## config.mk

```make
export PLATFORM = sky130hd
export DESIGN_NAME = tc_array
export DESIGN_NICKNAME = d
export VERILOG_FILES = /design/src/rtl/tc_pkg.sv /design/src/rtl/tc_channel.sv /design/src/rtl/tc_array.sv
export SDC_FILE = /design/constraint.sdc
export NUM_CORES = 1
export LEC_CHECK = 0
export CORE_UTILIZATION = 41
export CTS_CLUSTER_SIZE = 40
export DETAILED_ROUTE_END_ITERATION = 6
export GPL_TIMING_DRIVEN = 0
export SLEW_MARGIN = 20
export SYNTH_ARGS = -nofsm -noshare
export SYNTH_HDL_FRONTEND = slang
export SYNTH_SLANG_ARGS = --single-unit
```

## constraint.sdc

```tcl
create_clock -name clk -period 2.8 [get_ports clk]
set_input_delay 0.28 -clock clk [delete_from_list [all_inputs] [get_ports clk]]
set_output_delay 0.28 -clock clk [all_outputs]
set_load 0.1 [all_outputs]
```

## src/rtl/tc_pkg.sv

```systemverilog
// Shared types and constants for the timer/counter array.
// State encoding, register offsets, CTRL bit positions and mode codes.
package tc_pkg;

    typedef enum logic [1:0] {
        IDLE,
        LOAD,
        CNT,
        EXP
    } tc_state_e;

    localparam logic [1:0] REG_CTRL   = 2'd0;
    localparam logic [1:0] REG_PRESET = 2'd1;
    localparam logic [1:0] REG_COUNT  = 2'd2;
    localparam logic [1:0] REG_STATUS = 2'd3;

    localparam int CTRL_EN       = 0;
    localparam int CTRL_MODE_LSB = 1;
    localparam int CTRL_IM       = 3;
    localparam int CTRL_PSC_LSB  = 16;

    localparam logic [1:0] MODE_ONESHOT = 2'd0;
    localparam logic [1:0] MODE_RELOAD  = 2'd1;
    localparam logic [1:0] MODE_FREE    = 2'd2;

endpackage

```

## src/rtl/tc_channel.sv

```systemverilog
// One timer channel: CTRL/PRESET/COUNT/STATUS registers,
// prescaler and the IDLE/LOAD/CNT/EXP sequencer.
module tc_channel #(
    parameter int CNT_W = 32,
    parameter int PSC_W = 8
) (
    input  logic        clk,
    input  logic        reset,
    input  logic        we,
    input  logic [1:0]  reg_sel,
    input  logic [3:0]  be,
    input  logic [31:0] din,
    output logic [31:0] rdata,
    output logic        irq
);
    import tc_pkg::*;

    tc_state_e        state_q, state_d;
    logic             en_q, en_d;
    logic [1:0]       mode_q, mode_d;
    logic             im_q, im_d;
    logic [PSC_W-1:0] psc_q, psc_d;
    logic [CNT_W-1:0] preset_q, preset_d;
    logic [CNT_W-1:0] count_q, count_d;
    logic [PSC_W-1:0] psc_cnt_q, psc_cnt_d;
    logic             pend_q, pend_d;

    logic [31:0] wmask;
    logic [31:0] ctrl_img, ctrl_new;
    logic [31:0] preset_img, preset_new;
    logic        tick;
    logic        unused_ok;

    assign wmask = {{8{be[3]}}, {8{be[2]}}, {8{be[1]}}, {8{be[0]}}};

    always_comb begin
        ctrl_img = '0;
        ctrl_img[CTRL_EN] = en_q;
        ctrl_img[CTRL_MODE_LSB +: 2] = mode_q;
        ctrl_img[CTRL_IM] = im_q;
        ctrl_img[CTRL_PSC_LSB +: PSC_W] = psc_q;
        preset_img = '0;
        preset_img[CNT_W-1:0] = preset_q;
    end

    assign ctrl_new   = (ctrl_img & ~wmask) | (din & wmask);
    assign preset_new = (preset_img & ~wmask) | (din & wmask);
    assign tick       = (state_q == CNT) && (psc_cnt_q == psc_q);
    assign unused_ok  = ^{ctrl_new, preset_new};

    always_comb begin
        state_d   = state_q;
        en_d      = en_q;
        mode_d    = mode_q;
        im_d      = im_q;
        psc_d     = psc_q;
        preset_d  = preset_q;
        count_d   = count_q;
        psc_cnt_d = psc_cnt_q;
        pend_d    = pend_q;

        // Any CTRL write also drops a pending interrupt
        if (we && reg_sel == REG_CTRL) begin
            en_d   = ctrl_new[CTRL_EN];
            mode_d = ctrl_new[CTRL_MODE_LSB +: 2];
            im_d   = ctrl_new[CTRL_IM];
            psc_d  = ctrl_new[CTRL_PSC_LSB +: PSC_W];
            pend_d = 1'b0;
        end
        if (we && reg_sel == REG_PRESET) begin
            preset_d = preset_new[CNT_W-1:0];
        end
        if (we && reg_sel == REG_STATUS && be[0] && din[0]) begin
            pend_d = 1'b0;
        end

        unique case (state_q)
            IDLE: begin
                if (en_q) state_d = LOAD;
            end
            LOAD: begin
                count_d   = preset_q;
                psc_cnt_d = '0;
                state_d   = (preset_q == '0) ? EXP : CNT;
            end
            CNT: begin
                if (!en_q) begin
                    state_d = IDLE;
                end else if (tick) begin
                    psc_cnt_d = '0;
                    count_d   = count_q - 1'b1;
                    if (count_q == CNT_W'(1)) state_d = EXP;
                end else begin
                    psc_cnt_d = psc_cnt_q + 1'b1;
                end
            end
            EXP: begin
                // Expiry sets PEND after any clear above, so set wins
                pend_d    = 1'b1;
                psc_cnt_d = '0;
                unique case (mode_q)
                    MODE_RELOAD: state_d = LOAD;
                    MODE_FREE: begin
                        count_d = '1;
                        state_d = CNT;
                    end
                    MODE_ONESHOT, 2'b11: begin
                        en_d    = 1'b0;
                        state_d = IDLE;
                    end
                endcase
            end
        endcase
    end

    always_ff @(posedge clk) begin
        if (!reset) begin
            state_q   <= IDLE;
            en_q      <= 1'b0;
            mode_q    <= '0;
            im_q      <= 1'b0;
            psc_q     <= '0;
            preset_q  <= '0;
            count_q   <= '0;
            psc_cnt_q <= '0;
            pend_q    <= 1'b0;
        end else begin
            state_q   <= state_d;
            en_q      <= en_d;
            mode_q    <= mode_d;
            im_q      <= im_d;
            psc_q     <= psc_d;
            preset_q  <= preset_d;
            count_q   <= count_d;
            psc_cnt_q <= psc_cnt_d;
            pend_q    <= pend_d;
        end
    end

    always_comb begin
        rdata = '0;
        unique case (reg_sel)
            REG_CTRL:   rdata = ctrl_img;
            REG_PRESET: rdata = preset_img;
            REG_COUNT:  rdata[CNT_W-1:0] = count_q;
            REG_STATUS: rdata[1:0] = {state_q == CNT, pend_q};
        endcase
    end

    assign irq = pend_q & im_q;

endmodule

```

## src/rtl/tc_array.sv

```systemverilog
// N_CH timer channels behind one word-addressed register window,
// with per-channel write decode, read mux and interrupt aggregation.
module tc_array #(
    parameter  int N_CH    = 2,
    parameter  int CNT_W   = 32,
    parameter  int PSC_W   = 8,
    localparam int CH_BITS = (N_CH > 1) ? $clog2(N_CH) : 1
) (
    input  logic               clk,
    input  logic               reset,
    input  logic [CH_BITS+1:0] addr,
    input  logic               we,
    input  logic [3:0]         be,
    input  logic [31:0]        din,
    output logic [31:0]        dout,
    output logic [N_CH-1:0]    irq,
    output logic               irq_any
);
    import tc_pkg::*;

    logic [CH_BITS-1:0] ch_sel;
    logic [1:0]         reg_sel;
    logic [31:0]        rd [N_CH];

    assign ch_sel  = addr[CH_BITS+1:2];
    assign reg_sel = addr[1:0];

    for (genvar g = 0; g < N_CH; g++) begin : g_ch
        tc_channel #(
            .CNT_W(CNT_W),
            .PSC_W(PSC_W)
        ) u_ch (
            .clk    (clk),
            .reset  (reset),
            .we     (we && (ch_sel == CH_BITS'(g))),
            .reg_sel(reg_sel),
            .be     (be),
            .din    (din),
            .rdata  (rd[g]),
            .irq    (irq[g])
        );
    end

    // Unpopulated channel slots read as zero
    always_comb begin
        dout = '0;
        for (int i = 0; i < N_CH; i++) begin
            if (ch_sel == CH_BITS'(i)) dout = rd[i];
        end
    end

    assign irq_any = |irq;

endmodule

```

==> flow_summary.toml <==
[routing]
wl_per_cell_um = 24.2
drc_errors = 0
viasPerCell = 6.42
drt-pass1-iter-count = 6
drtIter0Drc = 1408
routed_wl_mm = 42.3
ant_nets = 0
vias = 11200

[cts]
cts_buffers = 17
cts-root-buf = "clkbuf_16"
clk_pin_slew_ns = 0.07
cts_tree = "done"
cts_buffer_depth = 2
clock_sinks = 174
insertion_delay_ns = 0.45
h-tree-depth = 4
hold_buffers = 0

[sta]
timing.final.hold_violations = 0
max_slew.worst_pin.slew_ns = 1.06
rsz0062_at_grt = "true"
fin_worst_skew_ns = 0.0150
period_share = 0.986
fin_crit_ns = 2.76
hold_slack_ns = 0.261
relSlewSlack = 0.288
slew_viol_final = 0
setup_viol = 0
max_freq_mhz = 362

[outcome]
status = "completed"

[logic_synthesis]
syn-num-nets = 1375
yosysSeqAreaShare = 0.342
ys_warn_count = 0
synth.top_cell.area_share = 0.342
yosysUniqueCellTypes = 72
synth_top_cell_by_area = "dfxtp_1"
postSynthCellCount = 1322
synthTopCellsByArea = "dfxtp_1 (34%), a21oi_1 (6.8%), nor2_1 (4.7%), nand3_1 (4.4%), nand2_1 (4.1%)"
synth_area_per_cell_um2 = 7.71
dominantRegCellSynth = "dfxtp_1"
synthArstFlopShare = 0
synth_common_cells = "dfxtp_1 (174), a21oi_1 (139), nor2_1 (128)"
synth_enable_flop_cells = 0
synth.most_common_cell = "dfxtp_1"
netlist_area_um2 = 10200
synth-seq-cells = 174

[global_route]
grt_pass1_vias = 10400
gr-usage-all-layers = 0.330
antenna_found_initial = 0
grt_max_degree = 17
grt_pass1_wl_mm = 64.0
gr-total-overflow = 0

[placed_design]
hpwlAfterDp_mm = 32.0
dpl_cell_area_um2 = 11500
io_buffers = 74
gp_congestion = 0.949
dp.cells = 1720

[critical_path]
max_stage_delay_ns = 0.54
worstPathCellList = "clkdlybuf4s50_1 -> nor2b_1 -> clkbuf_1 -> clkbuf_2 -> a21oi_1 -> a21oi_2 -> buf_2"
slowest_stage = "clkdlybuf4s50_1"
end_kind = "primary output"
worstPathArrival_ns = 2.48
cp_max_fo = 10
start_kind = "input port"
required_ns = 2.52
path_class = "in2out"
reg2reg_depth = 6

[floorplanning]
fp.dieH_um = 160
die_area_um2 = 25500
core_area_um2 = 24300
die_w_um = 160
start_util = 0.419
fp-row-count = 57
io_pins = 77

[cells_and_area]
fin_cells = 1750
utilization = 0.496
area_growth_pct = 18.4
fin_area_um2 = 12100
drive_gt1_frac = 0.114
final_nets = 1465

[power]
p_leak_nw = 4.50
ir_drop_mv = 0.343
p_total_mw = 6.52
cellPowerDensity_nw_per_um2 = 540

[hold_path]
hold_path_depth = 3
hp-class = "in2reg"

[run]
maxCapViolations = 0
==> cell type report <==
| class | count | area (µm²) |
|---|---|---|
| Antenna cell | 1 | 2.50 |
| Buffer | 105 | 444 |
| Clock buffer | 19 | 443 |
| Clock inverter | 13 | 154 |
| Fill cell | 2409 | 12200 |
| Inverter | 27 | 101 |
| Multi-Input combinational cell | 1013 | 6380 |
| Sequential cell | 174 | 3480 |
| Tap cell | 324 | 405 |
| Timing Repair Buffer | 74 | 662 |
==> worst max-delay path: cells and delay by family <==
family                 cells  cell delay (ns)
AOI/OAI and AO/OA          2             0.33
and+or+nand+nor            1             0.15
buffers and inverters      4             1.71
==> cells in the final DEF (no fill, tap or decap), drive strengths merged, types with 13 or more instances in the layout <==
master / count
nor3: 35
a211oi: 14
o211ai: 13
nand4: 23
a21oi: 139
inv: 32
mux2i: 36
clkdlybuf4s50: 42
a22oi: 25
buf: 41
nand2: 111
nor2: 128
nand3: 90
o21ai: 71
dfxtp: 174
or4: 16
a31oi: 28
a221oi: 20
clkbuf: 114
nor4: 40
o211a: 14
==> final timing paths <==
check,slack (ns),startpoint,endpoint
max,0.04,addr[0],dout[2]
min,0.26,be[1],register
max reg2reg,0.06,g_ch[1].u_ch.state_q[1]$_SDFFE_PN0P_,g_ch[1].u_ch.count_q[16]$_SDFFE_PN0P_
min reg2reg,0.48,g_ch[1].u_ch.pend_q$_SDFFE_PN0P_,g_ch[1].u_ch.pend_q$_SDFFE_PN0P_
==> metal layers <==
| metal | vias to the layer above | global-route usage | routed length (µm) |
|---|---|---|---|
| li1 | 5189 | - | - |
| met1 | 5295 | 0.445 | 17600 |
| met2 | 631 | 0.514 | 19200 |
| met3 | 116 | 0.0478 | 3710 |
| met4 | 0 | 0.162 | 1910 |
| met5 | - | 0 | 0 |
==> cell families (layout without fill, tap and decap cells) <==
kind of cell,after synthesis,in the layout,synth area share
and+or+nand+nor,508,508,0.244
AOI/OAI and AO/OA,428,428,0.282
DFF,174,174,0.342
buffers and inverters,135,238,0.0520
muxes,44,44,0.0486
xor gates and xnor gates,22,22,0.0189
adders and majority gates,11,11,0.0135
other,0,1,0
==> where the power goes <==
group | switching, mW | leakage [nW] | internal, mW
sequential | 0.0927 | 1.41 | 2.53
combinational | 0.951 | 2.80 | 0.420
clock | 1.17 | 0.291 | 1.36
total | 2.21 | 4.50 | 4.31
==> what timing repair did <==
item	in CTS	in global routing
gates resized for setup	201	28
pin swaps	0	1
endpoints found under the setup margin	65	68
buffers inserted	0	0
==> through the flow <==
step | worst slack [ns] | TNS, ns
floorplan | 0.250 | 0
global placement | -1.26 | -43.68
detailed placement | -1.27 | -43.86
CTS | 0.00933 | 0
global route | -0.0403 | -0.0403
finish | 0.0396 | 0
No activity file was read; power rests on OpenSTA's default activity.
